<file path="src/rtl/qtable_update_sched_if.sv">
// Bus bundle between the RX parser/host side and qtable_update_sched.
//   master : packet source, updater datapath and host reader (drives requests)
//   slave  : the scheduler (drives ready, start pulse, packet, grant, bank address)
// Packet packing: {type[2:0], knownCH, qvalue, energy, clusterID, hops, sourceID}.
interface qtable_update_sched_if #(
  parameter int unsigned WORD_WIDTH = 16
) ();
  localparam int unsigned PKT_W = 3 + 6 * WORD_WIDTH;

  logic                  pkt_valid;
  logic                  pkt_ready;
  logic [PKT_W-1:0]      pkt_data;
  logic                  upd_en;
  logic [PKT_W-1:0]      upd_pkt;
  logic                  upd_done;
  logic                  upd_wr_en;
  logic [WORD_WIDTH-1:0] upd_rd_addr;
  logic                  host_rd_req;
  logic [WORD_WIDTH-1:0] host_rd_addr;
  logic                  host_rd_gnt;
  logic [WORD_WIDTH-1:0] mem_rd_addr;

  modport master (
    output pkt_valid, pkt_data, upd_done, upd_wr_en, upd_rd_addr,
           host_rd_req, host_rd_addr,
    input  pkt_ready, upd_en, upd_pkt, host_rd_gnt, mem_rd_addr
  );

  modport slave (
    input  pkt_valid, pkt_data, upd_done, upd_wr_en, upd_rd_addr,
           host_rd_req, host_rd_addr,
    output pkt_ready, upd_en, upd_pkt, host_rd_gnt, mem_rd_addr
  );
endinterface

</file>
<file path="src/rtl/qtable_update_sched.sv">
// Sequencer/arbiter in front of the Q-table update datapath.
// Buffers accepted RX packets in a small FIFO (non-routing types are dropped
// and counted), hands each one to the updater with a 1-cycle start pulse,
// waits for done under a timeout, and muxes the bank read address between
// the updater and a host reader.
// Ports:
//   clk, nrst     clock (rising edge), asynchronous active-low reset
//   bus (slave)   packet ingress, updater handshake, host/bank address mux
//   err_clr       clears the sticky timeout flag
//   busy          FSM not idle
//   err_timeout   sticky: updater did not finish within TIMEOUT_CYC
//   drop_cnt      saturating count of filtered-out packets
// Optional feature macro QSCHED_STATS_EN adds upd_cnt (commits) and
// wr_cnt (updater writes seen while waiting), both saturating.
module qtable_update_sched #(
  parameter int unsigned WORD_WIDTH    = 16,
  parameter int unsigned FIFO_DEPTH    = 4,
  parameter logic [7:0]  UPD_TYPE_MASK = 8'h22,
  parameter int unsigned TIMEOUT_CYC   = 64
) (
  input  logic                     clk,
  input  logic                     nrst,
  qtable_update_sched_if.slave     bus,
  input  logic                     err_clr,
  output logic                     busy,
  output logic                     err_timeout,
  output logic [15:0]              drop_cnt
`ifdef QSCHED_STATS_EN
  ,
  output logic [15:0]              upd_cnt,
  output logic [15:0]              wr_cnt
`endif
);

  localparam int unsigned PKT_W = 3 + 6 * WORD_WIDTH;
  localparam int unsigned AW    = (FIFO_DEPTH > 1) ? $clog2(FIFO_DEPTH) : 1;
  localparam int unsigned CW    = AW + 1;
  localparam int unsigned TW    = (TIMEOUT_CYC > 1) ? $clog2(TIMEOUT_CYC) : 1;

  localparam logic [2:0] S_IDLE   = 3'd0;
  localparam logic [2:0] S_LOAD   = 3'd1;
  localparam logic [2:0] S_START  = 3'd2;
  localparam logic [2:0] S_WAIT   = 3'd3;
  localparam logic [2:0] S_COMMIT = 3'd4;

  logic [2:0]            state_q, state_d;
  logic [TW-1:0]         cnt_q, cnt_d;
  logic [PKT_W-1:0]      mem_q [FIFO_DEPTH];
  logic [PKT_W-1:0]      mem_d [FIFO_DEPTH];
  logic [AW-1:0]         wr_ptr_q, wr_ptr_d, rd_ptr_q, rd_ptr_d;
  logic [CW-1:0]         count_q, count_d;
  logic                  ready_q, ready_d;
  logic                  upd_en_q, upd_en_d;
  logic [PKT_W-1:0]      upd_pkt_q, upd_pkt_d;
  logic                  gnt_q, gnt_d;
  logic [WORD_WIDTH-1:0] addr_q, addr_d;
  logic                  busy_q, busy_d;
  logic                  err_q, err_d;
  logic [15:0]           drop_q, drop_d;

  logic [2:0]            pkt_type;
  logic                  hs, push, drop, pop, err_set;

  // Ingress filter, FIFO bookkeeping, FSM and address arbitration.
  always_comb begin
    state_d   = state_q;
    cnt_d     = cnt_q;
    mem_d     = mem_q;
    wr_ptr_d  = wr_ptr_q;
    rd_ptr_d  = rd_ptr_q;
    upd_pkt_d = upd_pkt_q;
    pop       = 1'b0;
    err_set   = 1'b0;

    pkt_type = bus.pkt_data[PKT_W-1 -: 3];
    hs       = bus.pkt_valid & ready_q;
    push     = hs & UPD_TYPE_MASK[pkt_type];
    drop     = hs & ~UPD_TYPE_MASK[pkt_type];

    case (state_q)
      S_IDLE:   if (count_q != '0) state_d = S_LOAD;
      S_LOAD: begin
        pop       = 1'b1;
        upd_pkt_d = mem_q[rd_ptr_q];
        state_d   = S_START;
      end
      S_START: begin
        cnt_d   = '0;
        state_d = S_WAIT;
      end
      S_WAIT: begin
        // done wins over a timeout landing in the same cycle
        if (bus.upd_done) begin
          state_d = S_COMMIT;
        end else if (cnt_q == TW'(TIMEOUT_CYC - 1)) begin
          state_d = S_IDLE;
          err_set = 1'b1;
        end else begin
          cnt_d = cnt_q + TW'(1);
        end
      end
      S_COMMIT: state_d = S_IDLE;
      default:  state_d = S_IDLE;
    endcase

    if (push) begin
      mem_d[wr_ptr_q] = bus.pkt_data;
      wr_ptr_d        = wr_ptr_q + AW'(1);
    end
    if (pop) rd_ptr_d = rd_ptr_q + AW'(1);
    count_d = count_q + CW'(push) - CW'(pop);
    ready_d = (count_d != CW'(FIFO_DEPTH));

    upd_en_d = (state_d == S_START);
    busy_d   = (state_d != S_IDLE);

    // Host only gets the bank when there is nothing pending for the updater
    gnt_d  = bus.host_rd_req & (state_q == S_IDLE) & (count_q == '0);
    addr_d = gnt_d ? bus.host_rd_addr : bus.upd_rd_addr;

    // A new timeout takes priority over a clear in the same cycle
    if (err_set)      err_d = 1'b1;
    else if (err_clr) err_d = 1'b0;
    else              err_d = err_q;

    drop_d = (drop && drop_q != 16'hFFFF) ? drop_q + 16'd1 : drop_q;
  end

  always_ff @(posedge clk or negedge nrst) begin
    if (!nrst) begin
      state_q   <= S_IDLE;
      cnt_q     <= '0;
      for (int i = 0; i < FIFO_DEPTH; i++) mem_q[i] <= '0;
      wr_ptr_q  <= '0;
      rd_ptr_q  <= '0;
      count_q   <= '0;
      ready_q   <= 1'b1;
      upd_en_q  <= 1'b0;
      upd_pkt_q <= '0;
      gnt_q     <= 1'b0;
      addr_q    <= '0;
      busy_q    <= 1'b0;
      err_q     <= 1'b0;
      drop_q    <= '0;
    end else begin
      state_q   <= state_d;
      cnt_q     <= cnt_d;
      mem_q     <= mem_d;
      wr_ptr_q  <= wr_ptr_d;
      rd_ptr_q  <= rd_ptr_d;
      count_q   <= count_d;
      ready_q   <= ready_d;
      upd_en_q  <= upd_en_d;
      upd_pkt_q <= upd_pkt_d;
      gnt_q     <= gnt_d;
      addr_q    <= addr_d;
      busy_q    <= busy_d;
      err_q     <= err_d;
      drop_q    <= drop_d;
    end
  end

  assign bus.pkt_ready   = ready_q;
  assign bus.upd_en      = upd_en_q;
  assign bus.upd_pkt     = upd_pkt_q;
  assign bus.host_rd_gnt = gnt_q;
  assign bus.mem_rd_addr = addr_q;
  assign busy            = busy_q;
  assign err_timeout     = err_q;
  assign drop_cnt        = drop_q;

`ifdef QSCHED_STATS_EN
  logic [15:0] upd_cnt_q, upd_cnt_d, wr_cnt_q, wr_cnt_d;

  // Saturating activity counters
  always_comb begin
    upd_cnt_d = upd_cnt_q;
    wr_cnt_d  = wr_cnt_q;
    if (state_q == S_COMMIT && upd_cnt_q != 16'hFFFF) upd_cnt_d = upd_cnt_q + 16'd1;
    if (state_q == S_WAIT && bus.upd_wr_en && wr_cnt_q != 16'hFFFF)
      wr_cnt_d = wr_cnt_q + 16'd1;
  end

  always_ff @(posedge clk or negedge nrst) begin
    if (!nrst) begin
      upd_cnt_q <= '0;
      wr_cnt_q  <= '0;
    end else begin
      upd_cnt_q <= upd_cnt_d;
      wr_cnt_q  <= wr_cnt_d;
    end
  end

  assign upd_cnt = upd_cnt_q;
  assign wr_cnt  = wr_cnt_q;
`else
  // Write strobe is only monitored by the statistics counters
  logic unused_wr_en_c;
  assign unused_wr_en_c = bus.upd_wr_en;
`endif

endmodule

</file>
<file path="src/flat_wrapper.sv">
// flat-port wrapper written by rule: the top's interface ports become plain ports
module qtable_update_sched_flat 
#(
  parameter int unsigned WORD_WIDTH    = 16,
  parameter int unsigned FIFO_DEPTH    = 4,
  parameter logic [7:0]  UPD_TYPE_MASK = 8'h22,
  parameter int unsigned TIMEOUT_CYC   = 64
)
  (clk, nrst, err_clr, busy, err_timeout, drop_cnt, bus_pkt_valid, bus_pkt_data, bus_upd_done, bus_upd_wr_en, bus_upd_rd_addr, bus_host_rd_req, bus_host_rd_addr, bus_pkt_ready, bus_upd_en, bus_upd_pkt, bus_host_rd_gnt, bus_mem_rd_addr);
  qtable_update_sched_if #(.WORD_WIDTH(WORD_WIDTH)) bus_i ();
  input  logic clk;
  input  logic nrst;
  input  logic err_clr;
  output logic busy;
  output logic err_timeout;
  output logic [15:0] drop_cnt;
  input wire logic [$bits(bus_i.pkt_valid)-1:0] bus_pkt_valid;
  input wire logic [$bits(bus_i.pkt_data)-1:0] bus_pkt_data;
  input wire logic [$bits(bus_i.upd_done)-1:0] bus_upd_done;
  input wire logic [$bits(bus_i.upd_wr_en)-1:0] bus_upd_wr_en;
  input wire logic [$bits(bus_i.upd_rd_addr)-1:0] bus_upd_rd_addr;
  input wire logic [$bits(bus_i.host_rd_req)-1:0] bus_host_rd_req;
  input wire logic [$bits(bus_i.host_rd_addr)-1:0] bus_host_rd_addr;
  output wire logic [$bits(bus_i.pkt_ready)-1:0] bus_pkt_ready;
  output wire logic [$bits(bus_i.upd_en)-1:0] bus_upd_en;
  output wire logic [$bits(bus_i.upd_pkt)-1:0] bus_upd_pkt;
  output wire logic [$bits(bus_i.host_rd_gnt)-1:0] bus_host_rd_gnt;
  output wire logic [$bits(bus_i.mem_rd_addr)-1:0] bus_mem_rd_addr;
  assign bus_i.pkt_valid = bus_pkt_valid;
  assign bus_i.pkt_data = bus_pkt_data;
  assign bus_i.upd_done = bus_upd_done;
  assign bus_i.upd_wr_en = bus_upd_wr_en;
  assign bus_i.upd_rd_addr = bus_upd_rd_addr;
  assign bus_i.host_rd_req = bus_host_rd_req;
  assign bus_i.host_rd_addr = bus_host_rd_addr;
  assign bus_pkt_ready = bus_i.pkt_ready;
  assign bus_upd_en = bus_i.upd_en;
  assign bus_upd_pkt = bus_i.upd_pkt;
  assign bus_host_rd_gnt = bus_i.host_rd_gnt;
  assign bus_mem_rd_addr = bus_i.mem_rd_addr;
  qtable_update_sched #(.WORD_WIDTH(WORD_WIDTH), .FIFO_DEPTH(FIFO_DEPTH), .UPD_TYPE_MASK(UPD_TYPE_MASK), .TIMEOUT_CYC(TIMEOUT_CYC)) u_core (.clk(clk), .nrst(nrst), .bus(bus_i), .err_clr(err_clr), .busy(busy), .err_timeout(err_timeout), .drop_cnt(drop_cnt));
endmodule
</file>
<file path="config.mk">
export PLATFORM = sky130hd
export DESIGN_NAME = qtable_update_sched_flat
export DESIGN_NICKNAME = d
export VERILOG_FILES = /design/src/rtl/qtable_update_sched_if.sv /design/src/rtl/qtable_update_sched.sv /design/src/flat_wrapper.sv
export SDC_FILE = /design/constraint.sdc
export NUM_CORES = 1
export LEC_CHECK = 0
export CORE_UTILIZATION = 38
export DETAILED_ROUTE_END_ITERATION = 6
export PLACE_DENSITY = 0.58
export SLEW_MARGIN = 25
export SYNTH_ARGS = -nofsm -noshare
export SYNTH_HDL_FRONTEND = slang
export SYNTH_SLANG_ARGS = --single-unit
</file>
<file path="constraint.sdc">
create_clock -name clk -period 2.2 [get_ports clk]
set_input_delay 0.44 -clock clk [delete_from_list [all_inputs] [get_ports clk]]
set_output_delay 0.44 -clock clk [all_outputs]
set_load 0.02 [all_outputs]
</file>
Word level (Yosys, flattened, before mapping)
Memory sizes are Yosys's and may differ from the RTL's.
Index checks and enable logic that the tools add are counted.
- $add $sub $neg: 6
- magnitude comparators: 4
- equal/unequal tests: 9
- mux-type cells: 21
- bitwise gates (word level): 8
- reductions and logical operators: 9
- operator list (cell ; number):
    396-bit bitwise mux ; 1
    99-bit two-way mux ; 3
    99-bit binary-select mux with 2-bit select ; 1
    99-bit demux with 2-bit select ; 1
    16-bit by 1-bit adder with 16-bit output (second input constant) ; 1
    16-bit two-way mux ; 1
    16-bit inequality test (second input constant) ; 1
    6-bit two-way mux ; 2
    3-bit case mux with 4 select lines ; 1
    6-bit case mux with 2 select lines ; 1
    3-bit by 2-bit equality test with 1-bit output (second input constant) ; 3
    3-bit two-way mux ; 3
    1-bit two-way mux ; 7
    6-bit by 1-bit adder with 6-bit output (second input constant) ; 1
    6-bit equality test (second input constant) ; 1
    3-bit greater-or-equal comparator (second input constant) ; 2
    3-bit zero test ; 2
    2-bit NOT with 3-bit output ; 2
    3-bit nonzero test ; 2
    1-bit bitwise AND ; 5
    2-bit by 1-bit adder with 2-bit output (second input constant) ; 2
    3-bit by 4-bit < comparator with 1-bit output (second input constant) ; 1
    2-bit inequality test (second input constant) ; 2
    2-bit nonzero test ; 2
    other kinds (8) ; 9
- register bits: 548
- memory bits (read-only): 8
- input port bits: 138
- output and inout port bits: 136
- logic and storage cells: 75
- memories: 1
- memories (name ; depth ; width ; read ports ; clocked after memory_dff ; write ports ; line ; text):
    (no name shown) ; 8 ; 1 ; 1 ; 0 ; 0 ; qtable_update_sched.sv:77 ; push = hs & UPD_TYPE_MASK[pkt_type];

Longest topological paths before layout
- depth after elaboration: 6
- gate-level depth with buffers: 12
- mapped depth without buffers: 9

Least setup slack after synthesis
Ideal clock, no wire load.
- path kind: register to register
- start: register u_core.state_q[2]
- end: register u_core.ready_q (netlist: u_core.bus.pkt_ready)
- setup time: 0.086 ns
- arrival time: 2.336 ns
- setup slack: -0.223 ns
- cell stages (with the launch flop): 13
- path buffers: 3
- clock period less this slack: 2.423 ns
- cells stage by stage: dfrtp_1 > buf_2 > nor3b_2 > buf_2 > buf_2 > ha_1 > inv_1 > ha_1 > inv_1 > fa_1 > xnor2_1 > xnor2_1 > nand3b_1
- word-level cells in the longest chain between the ends: 4
- ends and longest elaborated chain (what ; line ; text):
    from (decl) ; qtable_update_sched.sv:46 ; logic [2:0] state_q, state_d;
    from (signal assigned) ; qtable_update_sched.sv:146 ; state_q <= state_d;
    3-bit by 1-bit equality test with 1-bit output ; qtable_update_sched.sv:80 ; case (state_q)
    1-bit two-way mux ; qtable_update_sched.sv:80 ;
    3-bit by 1-bit subtractor with 3-bit output ; qtable_update_sched.sv:111 ; count_d = count_q + CW'(push) - CW'(pop);
    via u_core.count_d[2] ; qtable_update_sched.sv:51 ; logic [CW-1:0] count_q, count_d;
    3-bit inequality test ; qtable_update_sched.sv:112 ; ready_d = (count_d != CW'(FIFO_DEPTH));
    via u_core.ready_d ; qtable_update_sched.sv:52 ; logic ready_q, ready_d;
    to (signal assigned) ; qtable_update_sched.sv:152 ; ready_q <= ready_d;
    to (decl) ; qtable_update_sched.sv:52 ;
The timed path passes the listed nets, and every way through them passes these cells.
A chain may end at the register's enable or synchronous reset.

Final worst setup path
- start: register u_core.drop_q[6] (netlist: u_core.drop_cnt[6])
- end: output drop_cnt[6]
- RTL lines (what ; line ; text):
    from (decl) ; qtable_update_sched.sv:59 ; logic [15:0] drop_q, drop_d;
    from (signal assigned) ; qtable_update_sched.sv:159 ; drop_q <= drop_d;
    to (decl) ; flat_wrapper.sv:16 ; output logic [15:0] drop_cnt;
No word-level cell between the ends.

==> load_flow_metrics.sql <==
INSERT INTO impl_metrics (metric_group, metric, value, unit) VALUES
('setup_path', 'worst-path-buf-inv', '1', ''),
('die', 'initial_core_util', '38.4', '%'),
('logic_synthesis', 'yosysWarnings', '0', ''),
('logic_synthesis', 'yosysUniqueCellTypes', '54', ''),
('setup_path', 'worstReg2RegStart', 'u_core.state_q[2]', ''),
('global_route', 'antenna_found_initial', '2', ''),
('cells_and_area', 'fillCellCount', '5080', ''),
('sta', 'setup_repair_after_global_routing_missed_its_margin', 'false', ''),
('placement', 'place_congestion', '0.770', ''),
('clock_tree', 'cts.repair_timing.setup_buffer_count', '0', ''),
('sta', 'report.final.slew_viol_count', '0', ''),
('die', 'ios', '274', ''),
('setup_path', 'timing.critical_path.cells', 'clkdlybuf4s50_1', ''),
('setup_path', 'cp_slowest_cell', 'clkdlybuf4s50_1', ''),
('logic_synthesis', 'avg_cell_area_syn', '16.9', 'sq um'),
('setup_path', 'worst_setup_path_endpoint', 'drop_cnt[6]', ''),
('sta', 'timing_worst_slew_pin_value', '684', 'ps'),
('sta', 'tns', '0', 'ps'),
('global_route', 'vias_in_the_first_global_route', '14200', ''),
('pwr', 'ir_drop', '0.956', 'mV'),
('logic_synthesis', 'ys_async_sr_fraction', '100', '%'),
('setup_path', 'critPathCaptureType', 'primary output', ''),
('drt', 'drt_first_pass_iters', '4', ''),
('logic_synthesis', 'synth.largest_area_cell', 'dfrtp_1', ''),
('cells_and_area', 'drive_above_1_share', '44.2', '%'),
('logic_synthesis', 'share_of_synthesized_area_occupied_by_flip_flops_and_latches', '59.2', '%'),
('setup_path', 'cp-start-kind', 'register', ''),
('logic_synthesis', 'synthMostInstantiatedCell', 'dfrtp_1', ''),
('setup_path', 'rr_worst_depth', '9', ''),
('setup_path', 'critPathLaunch', 'u_core.drop_cnt[6]', ''),
('clock_tree', 'cts_buffers', '60', ''),
('global_route', 'grt_max_degree', '102', ''),
('status', 'status', 'completed', ''),
('placement', 'dp_hpwl', '33200', 'um'),
('sta', 'fin_skew', '18.7', 'ps'),
('setup_path', 'timing.critical_path.depth', '1', ''),
('sta', 'max_freq', '469', 'MHz'),
('sta', 'final_setup_violations', '0', ''),
('sta', 'finalCriticalPeriod', '2130', 'ps'),
('global_route', 'grt_remaining_overflow', '0', ''),
('logic_synthesis', 'yosys.area.top_type_share', '59.1', '%'),
('clock_tree', 'worst_setup_hold_path_clk_slew', '60', 'ps'),
('job', 'max_cap_violations', '0', ''),
('placement', 'buffer_ports.inserted', '272', ''),
('clock_tree', 'cts_root_buffer', 'clkbuf_16', ''),
('logic_synthesis', 'synth_flop_cell', 'dfrtp_1', ''),
('logic_synthesis', 'post_syn_instances', '1368', ''),
('setup_path', 'crit_fanout', '4', ''),
('clock_tree', 'cts-htree-levels', '2', ''),
('drt', 'drt_drc_violations_left', '0', ''),
('global_route', 'groute.usage.overall', '17.1', '%'),
('cells_and_area', 'multi_input_comb_area', '0.00903', 'sq mm'),
('cells_and_area', 'sequential_cell_area', '0.0137', 'sq mm'),
('logic_synthesis', 'synth.top_cells.by_area', 'dfrtp_1, mux2_2, mux4_2', ''),
('clock_tree', 'clock_latency', '610', 'ps'),
('cells_and_area', 'num_antenna_cells', '0', ''),
('die', 'cell_rows', '90', ''),
('logic_synthesis', 'postSynthNetCount', '1515', ''),
('drt', 'vias_per_cell', '5.10', ''),
('setup_path', 'timing.reg2reg.setup_slack', '110', 'ps'),
('setup_path', 'required_time_worst_endpoint', '1760', 'ps'),
('setup_path', 'critical_path.reg2reg.endpoint', 'u_core.bus.pkt_ready', ''),
('cells_and_area', 'layout.nets', '1849', ''),
('drt', 'postRouteWirelength', '51700', 'um'),
('setup_path', 'setup.worst_path.class', 'register to primary output', ''),
('logic_synthesis', 'synth_top_cells_by_count', 'dfrtp_1, mux2_2, mux4_2', ''),
('clock_tree', 'numClockSinks', '548', ''),
('sta', 'portion_of_the_clock_cycle_consumed_by_the_worst_path_in_the_final_layout', '96.9', '%'),
('cells_and_area', 'syn2layout_area_growth', '27.0', '%'),
('min_path', 'hold_class', 'primary input to asynchronous set/reset pin', ''),
('sta', 'hold-worst-slack', '343', 'ps');
[worst min-delay path by stage]
stage	startpoint	endpoint	slack, ps
floorplan	nrst	u_core.bus.host_rd_gnt	140
global placement	nrst	u_core.mem_q[390]	380
detailed placement	nrst	u_core.mem_q[390]	390
CTS	nrst	u_core.mem_q[390]	330
global route	nrst	u_core.mem_q[390]	350
finish	nrst	u_core.mem_q[390]	340
[cell families after synthesis]
kind of cell | share of synthesized area [%]
buffers and inverters | 1.94
multiplexers | 34.4
AND/OR/NAND/NOR | 2.85
flip-flops | 59.2
XOR/XNOR | 0.681
adder cells (fa/ha/maj) | 0.519
AO/OA/AOI/OAI | 0.378
[cell type report]
type,count,area share (%)
clock inverter,11,0.298
timing repair buffer,348,12.6
sequential,548,46.7
multi-input combinational,736,30.7
inverter,8,0.102
tap,782,3.33
clock buffer,96,6.35
[sequential cells by signal (all words and copies together), names as in the netlist, 3 cells and up]
signal and cells:
u_core.mem_q 396, u_core.bus.upd_pkt 99, u_core.bus.mem_rd_addr 16, u_core.drop_cnt 16
u_core.cnt_q 6, u_core.count_q 3, u_core.state_q 3
[per-layer routing]
metal | share of wire, % | up-vias | GRT usage, %
li1 | - | 5760 | -
met1 | 44 | 6869 | 22.3
met2 | 51 | 196 | 29.2
met3 | 3.9 | 62 | 3.43
met4 | 1.6 | 4 | 4.06
met5 | 0.048 | - | 0
[stage by stage]
stage | instance area, sq um | power, mW | cells | utilization [%] | setup slack [ps]
floorplan | 23200 | 27.2 | 1368 | - | 3.30
detailed placement | 27500 | 32.7 | 2421 | 45.6 | -204
CTS | 29400 | 42.8 | 2529 | 48.8 | 3.93
global route | 29400 | 44.6 | 2529 | 48.8 | 7.35
global placement | 27500 | 32.1 | 2421 | 45.6 | -194
finish | 29400 | 42.1 | 2529 | 48.8 | 68.2
[where the power goes]
| part | internal, mW | total, mW | switching (mW) |
|---|---|---|---|
| sequential | 14.8 | 17.2 | 2.46 |
| clock | 5.87 | 9.84 | 3.97 |
| combinational | 9.15 | 15.0 | 5.85 |
[repair_timing]
item,in CTS,in global routing
gates cloned,0,0
pin swaps,0,2
hold buffers,1,0
endpoints found under the setup margin,9,3
hold endpoints to repair,21,0
resized for setup,9,2
[placed cells by master, fill, tap and decap left out, types with 8 or more instances in the layout]
cell / instances
dfrtp_1: 545
mux2_2: 462
clkdlybuf4s50_1: 260
mux4_2: 99
clkbuf_16: 61
buf_4: 43
mux2_1: 33
buf_12: 32
clkbuf_8: 21
nand2_1: 16
xor2_1: 14
clkbuf_1: 14
nor2_1: 11
mux2_4: 10
dlygate4sd2_1: 9
clkinv_2: 8
(Power assumes the default switching activity.)
